### src/rtl/alu_uart_ctrl_if.sv
// Bus bundle between the ALU/UART control block and its UART receiver,
// UART transmitter and ALU neighbours.
interface alu_uart_ctrl_if #(
  parameter int N    = 8,
  parameter int OP_W = 6
);
  logic [N-1:0]    rxdata;
  logic            rxdone;
  logic            txbusy;
  logic            txdone;
  logic [N-1:0]    result;
  logic [N-1:0]    busa;
  logic [N-1:0]    busb;
  logic [OP_W-1:0] opcode;
  logic [N-1:0]    txdata;
  logic            txstart;
  logic            busy;
  logic            ovrerr;

  // Controller side
  modport master (
    input  rxdata, rxdone, txbusy, txdone, result,
    output busa, busb, opcode, txdata, txstart, busy, ovrerr
  );

  // Peripheral side (UART + ALU)
  modport slave (
    output rxdata, rxdone, txbusy, txdone, result,
    input  busa, busb, opcode, txdata, txstart, busy, ovrerr
  );
endinterface

### src/rtl/alu_uart_ctrl.sv
// Collects an (A, B, opcode) byte frame from the UART receiver, drives the ALU,
// then returns the ALU result to the UART transmitter as a single byte.
module alu_uart_ctrl #(
  parameter int N    = 8,
  parameter int OP_W = 6
) (
  input logic             clk,
  input logic             rst_n,
  alu_uart_ctrl_if.master bus
);

  generate
    if (N < 6 || OP_W > N) begin : g_bad_width
      $error("alu_uart_ctrl: N must be >= 6 and OP_W must not exceed N");
    end
  endgenerate

  typedef enum logic [2:0] {
    WAIT_A,
    WAIT_B,
    WAIT_OP,
    EXEC,
    SEND,
    WAIT_TX
  } state_t;

  state_t          state_reg, state_next;
  logic [N-1:0]    busa_reg, busa_next;
  logic [N-1:0]    busb_reg, busb_next;
  logic [OP_W-1:0] opcode_reg, opcode_next;
  logic [N-1:0]    txdata_reg, txdata_next;
  logic            txstart_reg, txstart_next;
  logic            ovrerr_reg, ovrerr_next;

  always_ff @(posedge clk or negedge rst_n) begin
    if (!rst_n) begin
      state_reg   <= WAIT_A;
      busa_reg    <= '0;
      busb_reg    <= '0;
      opcode_reg  <= '0;
      txdata_reg  <= '0;
      txstart_reg <= 1'b0;
      ovrerr_reg  <= 1'b0;
    end else begin
      state_reg   <= state_next;
      busa_reg    <= busa_next;
      busb_reg    <= busb_next;
      opcode_reg  <= opcode_next;
      txdata_reg  <= txdata_next;
      txstart_reg <= txstart_next;
      ovrerr_reg  <= ovrerr_next;
    end
  end

  always_comb begin
    state_next   = state_reg;
    busa_next    = busa_reg;
    busb_next    = busb_reg;
    opcode_next  = opcode_reg;
    txdata_next  = txdata_reg;
    txstart_next = 1'b0;
    ovrerr_next  = ovrerr_reg;

    case (state_reg)
      WAIT_A: begin
        if (bus.rxdone) begin
          busa_next  = bus.rxdata;
          state_next = WAIT_B;
        end
      end
      WAIT_B: begin
        if (bus.rxdone) begin
          busb_next  = bus.rxdata;
          state_next = WAIT_OP;
        end
      end
      WAIT_OP: begin
        if (bus.rxdone) begin
          opcode_next = bus.rxdata[OP_W-1:0];
          state_next  = EXEC;
        end
      end
      EXEC: begin
        // Operands have been on the ALU for a full cycle; result is settled.
        txdata_next = bus.result;
        state_next  = SEND;
      end
      SEND: begin
        if (!bus.txbusy) begin
          txstart_next = 1'b1;
          state_next   = WAIT_TX;
        end
      end
      WAIT_TX: begin
        if (bus.txdone) begin
          state_next = WAIT_A;
        end
      end
      default: state_next = WAIT_A;
    endcase

    // A byte arriving while a frame is being processed has nowhere to go.
    if (bus.rxdone && (state_reg == EXEC || state_reg == SEND || state_reg == WAIT_TX)) begin
      ovrerr_next = 1'b1;
    end
  end

  assign bus.busa    = busa_reg;
  assign bus.busb    = busb_reg;
  assign bus.opcode  = opcode_reg;
  assign bus.txdata  = txdata_reg;
  assign bus.txstart = txstart_reg;
  assign bus.ovrerr  = ovrerr_reg;
  assign bus.busy    = (state_reg != WAIT_A);

endmodule

### src/flat_wrapper.sv
// flat-port wrapper written by rule: the top's interface ports become plain ports
module alu_uart_ctrl_flat 
#(
  parameter int N    = 8,
  parameter int OP_W = 6
)
  (clk, rst_n, bus_rxdata, bus_rxdone, bus_txbusy, bus_txdone, bus_result, bus_busa, bus_busb, bus_opcode, bus_txdata, bus_txstart, bus_busy, bus_ovrerr);
  alu_uart_ctrl_if #(.N(N), .OP_W(OP_W)) bus_i ();
  input logic clk;
  input logic rst_n;
  input wire logic [$bits(bus_i.rxdata)-1:0] bus_rxdata;
  input wire logic [$bits(bus_i.rxdone)-1:0] bus_rxdone;
  input wire logic [$bits(bus_i.txbusy)-1:0] bus_txbusy;
  input wire logic [$bits(bus_i.txdone)-1:0] bus_txdone;
  input wire logic [$bits(bus_i.result)-1:0] bus_result;
  output wire logic [$bits(bus_i.busa)-1:0] bus_busa;
  output wire logic [$bits(bus_i.busb)-1:0] bus_busb;
  output wire logic [$bits(bus_i.opcode)-1:0] bus_opcode;
  output wire logic [$bits(bus_i.txdata)-1:0] bus_txdata;
  output wire logic [$bits(bus_i.txstart)-1:0] bus_txstart;
  output wire logic [$bits(bus_i.busy)-1:0] bus_busy;
  output wire logic [$bits(bus_i.ovrerr)-1:0] bus_ovrerr;
  assign bus_i.rxdata = bus_rxdata;
  assign bus_i.rxdone = bus_rxdone;
  assign bus_i.txbusy = bus_txbusy;
  assign bus_i.txdone = bus_txdone;
  assign bus_i.result = bus_result;
  assign bus_busa = bus_i.busa;
  assign bus_busb = bus_i.busb;
  assign bus_opcode = bus_i.opcode;
  assign bus_txdata = bus_i.txdata;
  assign bus_txstart = bus_i.txstart;
  assign bus_busy = bus_i.busy;
  assign bus_ovrerr = bus_i.ovrerr;
  alu_uart_ctrl #(.N(N), .OP_W(OP_W)) u_core (.clk(clk), .rst_n(rst_n), .bus(bus_i));
endmodule
### config.mk
export PLATFORM = sky130hd
export DESIGN_NAME = alu_uart_ctrl_flat
export DESIGN_NICKNAME = d
export VERILOG_FILES = /design/src/rtl/alu_uart_ctrl_if.sv /design/src/rtl/alu_uart_ctrl.sv /design/src/flat_wrapper.sv
export SDC_FILE = /design/constraint.sdc
export NUM_CORES = 1
export LEC_CHECK = 0
export CAP_MARGIN = 30
export CORE_ASPECT_RATIO = 1.5
export CORE_UTILIZATION = 46
export CTS_CLUSTER_SIZE = 24
export DETAILED_ROUTE_END_ITERATION = 16
export PLACE_DENSITY_LB_ADDON = 0.12
export SKIP_CTS_REPAIR_TIMING = 1
export SYNTH_ARGS = -nofsm -noshare
export SYNTH_HDL_FRONTEND = slang
export SYNTH_SLANG_ARGS = --single-unit
### constraint.sdc
create_clock -name clk -period 4.2 [get_ports clk]
set_input_delay 0.63 -clock clk [delete_from_list [all_inputs] [get_ports clk]]
set_output_delay 0.63 -clock clk [all_outputs]
set_load 0.05 [all_outputs]
* Word level (Yosys, flattened, before mapping)
Cells that the tools add are included.
** Operators by class
- Muxes and demuxes :: 8
- Equality and inequality tests :: 10
- Reduce and logical (&&, ||, !) cells :: 9
** Operators by type and width (count)
- $pmux 3 s6 :: 1
- $mux 3 :: 5
- $ne 2x2->1 const B :: 5
- $eq 3x2->1 const B :: 2
- $eq 3x3->1 const B :: 2
- $reduce_and 2->1 :: 3
- $reduce_and 5->1 :: 1
- $eq 3x1->1 const B :: 1
- $logic_not 3->1 :: 1
- $reduce_bool 3->1 :: 1
- $logic_or 1x1->1 :: 2
- $mux 1 :: 2
- $logic_and 1x1->1 :: 1
** Storage, ports and cells
- Word-level logic and storage cells :: 34
- Output and inout port bits :: 33
- Bits in registers :: 35
- Bits of input ports :: 21

* Depth between registers and ports, before layout
Gate-level depths: netlist of run 1.
- Word-level depth :: 4
- Gate-level depth with buffers :: 4
- Gate-level depth less buffers :: 2

* Worst setup path after synthesis of run 1
No wires, ideal clock.
- Path kind :: reg2out
- Start :: register u_core.state_reg[1]
- End :: output port bus_busy
- Data arrival time :: 1.067 ns
- Data required time :: 3.570 ns
- Path buffers :: 1
- Slack :: 2.503 ns
- Stages on the path, launching flop included :: 3
- Cells stage by stage :: dfrtp_1 -> buf_6 -> or3_1
** Between the ends
- Word-level cells in the longest chain between the ends :: 1
** RTL lines
- start, declared :: RTL line alu_uart_ctrl.sv:27 : state_t state_reg, state_next;
- start signal, assigned :: RTL line alu_uart_ctrl.sv:45 : state_reg <= state_next;
- $reduce_bool 3->1 :: RTL line alu_uart_ctrl.sv:114 : assign bus.busy = (state_reg != WAIT_A);
- end, declared :: RTL line flat_wrapper.sv:21 : output wire logic [$bits(bus_i.busy)-1:0] bus_busy;
Every way passes these cells.

* Final worst setup path of run 1
Ends and elaborated chain as after synthesis.

==> flow_metrics.tcl, run 1 <==
set metrics [dict create \
    grt_setup_unrepaired "false" \
    final_cell_mix "clkdlybuf4s50_1 (53), dfrtp_1 (35), mux2_2 (30)" \
    cp_num_buf_inv 1 \
    detail_route.wl_per_cell_um 14.9 \
    gp_congestion 0.753 \
    start_kind "flip-flop" \
    worst_ep_required_time_ns 3.57 \
    cts_root_buffer "clkbuf_8" \
    track_usage 0.193 \
    tritoncts "built" \
    synth_warnings 0 \
    io_buffers 53 \
    end_kind "primary output" \
    critPathKind "flip-flop to primary output" \
    area_delta_synth_final_pct 43.7 \
    path_cells "or3_1 > clkdlybuf4s50_1" \
    grt_max_degree 36 \
    drt_iter0_drc 2 \
    avgViaCountPerCell 4.97 \
    synthFlopType "dfrtp_1" \
    cts_made_buffers 5 \
    async_flop_share 1.00 \
    seq_area_frac_synth 0.621 \
    setup_viol 0 \
    hp-class "flip-flop to flip-flop" \
    drive_gt1_frac 0.271 \
    htree_levels 2 \
    ys_seq_elements 35 \
    crit_fanout 10 \
    grt_pass1_wl_um 4350 \
    nNetsFinal 166 \
    synth_area_um2 1410 \
    synth_cell_types 20 \
    initial_core_util 0.484 \
    synth_edf_count 0 \
    first_global_vias 932 \
    clock_latency_ns 0.28 \
    fp.dieH_um 69.8 \
    routed_wl_um 2730 \
    num_rows 24 \
    hold_viol_final 0 \
    cts-root-to-sink-buffers 2 \
    die_area_um2 3300 \
    slew_headroom 0.639 \
    drv_cap 0 \
    drc 0 \
    ant_nets 0 \
    finClkSkew_ns 0.00475 \
    slowest_stage "clkdlybuf4s50_1" \
    antenna_found_initial 0 \
    grt_overflow 0 \
    worst-slew-pin-transition_ns 0.540 \
    die_w_um 47.2 \
    worst_ep_arrival_time_ns 1.88 \
    coreArea_um2 2910 \
    post-route-min-period_ns 2.51 \
    cp_top_family "buffers and inverters" \
    n_antenna_cell 0 \
    vias 909 \
    place_hpwl_um 2020 \
    syn_area_per_cell_um2 15.7 \
    cts_sinks 35 \
    period_share 0.597 \
    first_pass_iters 3 \
    final_common_cell "clkdlybuf4s50_1" \
    cts.clk_slew.worst_paths_ns 0.06 \
    slew_violations 0 \
    synthCells 90 \
    pin_count 54 \
    syn-num-nets 111 \
    setup_tns_ns 0 \
    fmax_mhz 399 \
    outcome "finished, final reports clean" \
    max_stage_delay_ns 0.70 \
]
synthesized netlist by cell type (2+ instances only):
cell / n / share of area
and4bb_2: 2 / 0.018
nand3b_1: 2 / 0.011
buf_6: 2 / 0.016
buf_2: 4 / 0.014
dfrtp_1: 35 / 0.62
inv_1: 2 / 0.0053
mux2_2: 30 / 0.24
cell families (layout without fill, tap and decap cells):
logic type / after synthesis / in the layout / synth area share
compound gates: 4 / 4 / 0.0186
buf+inv: 8 / 62 / 0.0355
flops: 35 / 35 / 0.621
mux: 31 / 31 / 0.247
simple gates: 12 / 12 / 0.0781
layout make-up:
cell class / instances / area [µm²]
fill: 217 / 886
timing repair buffer: 54 / 538
sequential: 35 / 876
tap: 39 / 48.8
inverter: 2 / 7.51
clock buffer: 6 / 72.6
multi-input combinational: 47 / 484
layer usage:
metal	track usage	share of wire
met5	0	0
met1	0.203	0.37
met3	0.0755	0.064
met2	0.323	0.54
met4	0.0857	0.022
stage by stage:
step,util,instances,instance area (µm²),setup slack [ns],hold slack (ns)
2_1_floorplan,-,90,1410,2.50,0.334
3_3_place_gp,0.671,177,1950,1.98,0.487
3_5_place_dp,0.671,177,1950,1.92,0.492
4_1_cts,0.696,183,2030,1.68,0.506
5_1_grt,0.696,183,2030,1.62,0.514
6_report,0.696,183,2030,1.69,0.503
worst register-to-register path, stage by stage (launching register included):
cell and delay, ns:
dfrtp_1 0.48, nor4b_4 0.58, mux2_2 0.40
path summary, 6_finish.rpt:
| path | start | to | slack (ns) | cells past startpoint |
|---|---|---|---|---|
| min in group asynchronous | rst_n | u_core.bus.txstart$_DFF_PN0_ | 0.75 | 2 |
| worst min register to register | u_core.bus.txdata[6]$_DFFE_PN0N_ | u_core.bus.txdata[6]$_DFFE_PN0N_ | 0.50 | 1 |
| worst max-delay path | u_core.state_reg[1]$_DFFE_PN0P_ | bus_busy | 1.69 | 2 |
| max in group asynchronous | rst_n | u_core.bus.busb[4]$_DFFE_PN0P_ | 3.13 | 2 |
| worst max register to register | u_core.state_reg[1]$_DFFE_PN0P_ | u_core.bus.busa[5]$_DFFE_PN0P_ | 2.62 | 2 |
| worst min-delay path | u_core.bus.txdata[6]$_DFFE_PN0N_ | u_core.bus.txdata[6]$_DFFE_PN0N_ | 0.50 | 1 |
Power of run 1 is left out: the tool's default activity adds up to more than one toggle a clock period on the data nets, which glitch-free logic cannot reach.
==> inputs of run 2 (changes only) <==
--- a/config.mk
+++ b/config.mk
@@ -7,7 +7,7 @@
 export LEC_CHECK = 0
 export CAP_MARGIN = 30
 export CORE_ASPECT_RATIO = 1.5
-export CORE_UTILIZATION = 46
+export CORE_UTILIZATION = 43
 export CTS_CLUSTER_SIZE = 24
 export DETAILED_ROUTE_END_ITERATION = 16
 export PLACE_DENSITY_LB_ADDON = 0.12
==> constraint.sdc (replaced) <==
create_clock -name clk -period 2.39 [get_ports clk]
set_input_delay 0.3585 -clock clk [delete_from_list [all_inputs] [get_ports clk]]
set_output_delay 0.3585 -clock clk [all_outputs]
set_load 0.05 [all_outputs]
==> run 2 against run 1 <==
Effect of this change:
- die area up 6.7%
- routed wire length down 0.11%
- sequential cell count unchanged
- non-clock buffer count unchanged
- cell count up 1.6%
- cell area up 2.0%
- clock skew up 0.0029 ns
- critical path depth unchanged
- count of clock-buffer cells in the layout unchanged
- hold slack worse by 0.36 ns
- setup slack worse by 1.5 ns
- critical endpoint unchanged
==> flow_metrics.tcl, run 2 (same netlist as run 1, synthesis figures left out) <==
set metrics [dict create \
    die_w_um 48.8 \
    regArea_um2 876 \
    outcome "finished, final reports clean" \
    htree_levels 2 \
    gp_congestion 0.702 \
    drive_gt1_frac 0.295 \
    cts_sinks 35 \
    layout_setup_ws_ns 0.154 \
    grt_max_degree 36 \
    nNetsFinal 166 \
    coreArea_um2 3130 \
    crit_fanout 10 \
    drt_iter0_drc 16 \
    hp-class "input pin to async pin" \
    grt_setup_unrepaired "false" \
    slew_headroom 0.489 \
    design_area_um2 2070 \
    r2r_cells 2 \
    area_delta_synth_final_pct 46.7 \
    grt_pass1_wl_um 4540 \
    cts.clk_slew.worst_paths_ns 0.07 \
    fp.dieH_um 72.1 \
    track_usage 0.175 \
    slew_violations 0 \
    worst_ep_required_time_ns 2.03 \
    cts_made_buffers 5 \
    cts-root-to-sink-buffers 2 \
    antenna_found_initial 0 \
    first_pass_iters 2 \
    setup_viol 0 \
    ant_nets 0 \
    start_kind "flip-flop" \
    io_buffers 53 \
    drv_cap 0 \
    drc 0 \
    grt_overflow 0 \
    avgViaCountPerCell 4.85 \
    fmax_mhz 447 \
    hold_viol_final 0 \
    multi_input_area_um2 484 \
    first_global_vias 923 \
    final_common_cell "clkdlybuf4s50_1" \
    clock_latency_ns 0.28 \
    worst_ep_arrival_time_ns 1.88 \
    detail_route.wl_per_cell_um 14.7 \
    num_rows 25 \
    period_share 0.935 \
    setup_tns_ns 0 \
    finClkSkew_ns 0.00763 \
    n_antenna_cell 0 \
    die_area_um2 3520 \
    post-route-min-period_ns 2.24 \
    tritoncts "built" \
    cts_root_buffer "clkbuf_8" \
    worst-slew-pin-transition_ns 0.766 \
    initial_core_util 0.451 \
    placed_area_um2 1950 \
    nFillCells 244 \
    critPathKind "flip-flop to primary output" \
    final_cell_mix "clkdlybuf4s50_1 (52), dfrtp_1 (35), mux2_2 (30)" \
    vias 902 \
    end_kind "primary output" \
    routed_wl_um 2730 \
    place_ws_ns 0.461 \
    pin_count 54 \
]
## run 2: through the flow
stage / std cells / utilization / hold WS (ns)
finish: 186 / 0.661 / 0.141
global route: 186 / 0.661 / 0.199
CTS: 186 / 0.661 / 0.159
detailed placement: 178 / 0.624 / 0.474
global placement: 178 / 0.624 / 0.464
floorplan: 90 / - / 0.0629
## run 2: worst paths after layout
path / from / endpoint / slack [ns]
max: u_core.state_reg[1]$_DFFE_PN0P_ / bus_busy / 0.15
min: rst_n / u_core.state_reg[2]$_DFFE_PN0P_ / 0.14
max reg2reg: u_core.state_reg[2]$_DFFE_PN0P_ / u_core.bus.busb[0]$_DFFE_PN0P_ / 0.90
min reg2reg: u_core.bus.txdata[2]$_DFFE_PN0N_ / u_core.bus.txdata[2]$_DFFE_PN0N_ / 0.51
max in group asynchronous: rst_n / u_core.bus.busb[2]$_DFFE_PN0P_ / 1.75
min in group clk: u_core.bus.txdata[2]$_DFFE_PN0N_ / u_core.bus.txdata[2]$_DFFE_PN0N_ / 0.51
## run 2: area by class of cell
| class | instances | area share |
|---|---|---|
| clock buffer | 6 | 0.0399 |
| inverter | 2 | 0.00363 |
| multi-input combinational | 47 | 0.234 |
| clock inverter | 2 | 0.0169 |
| sequential | 35 | 0.423 |
| tap | 40 | 0.0242 |
| timing repair buffer | 54 | 0.258 |
## run 2: layer usage
| metal | track usage | share of wire | up-vias |
|---|---|---|---|
| met2 | 0.296 | 0.53 | 33 |
| met1 | 0.194 | 0.39 | 436 |
| met3 | 0.0692 | 0.068 | 5 |
| met4 | 0.0784 | 0.018 | 0 |
| met5 | 0 | 0 | - |
| li1 | - | - | 428 |
## run 2: critical path, cell delays in order, from the launching register on
cell             delay [ns]
dfrtp_1                0.48
or3_1                  0.41
clkdlybuf4s50_1        0.70
Power of run 2 is left out for the same reason.
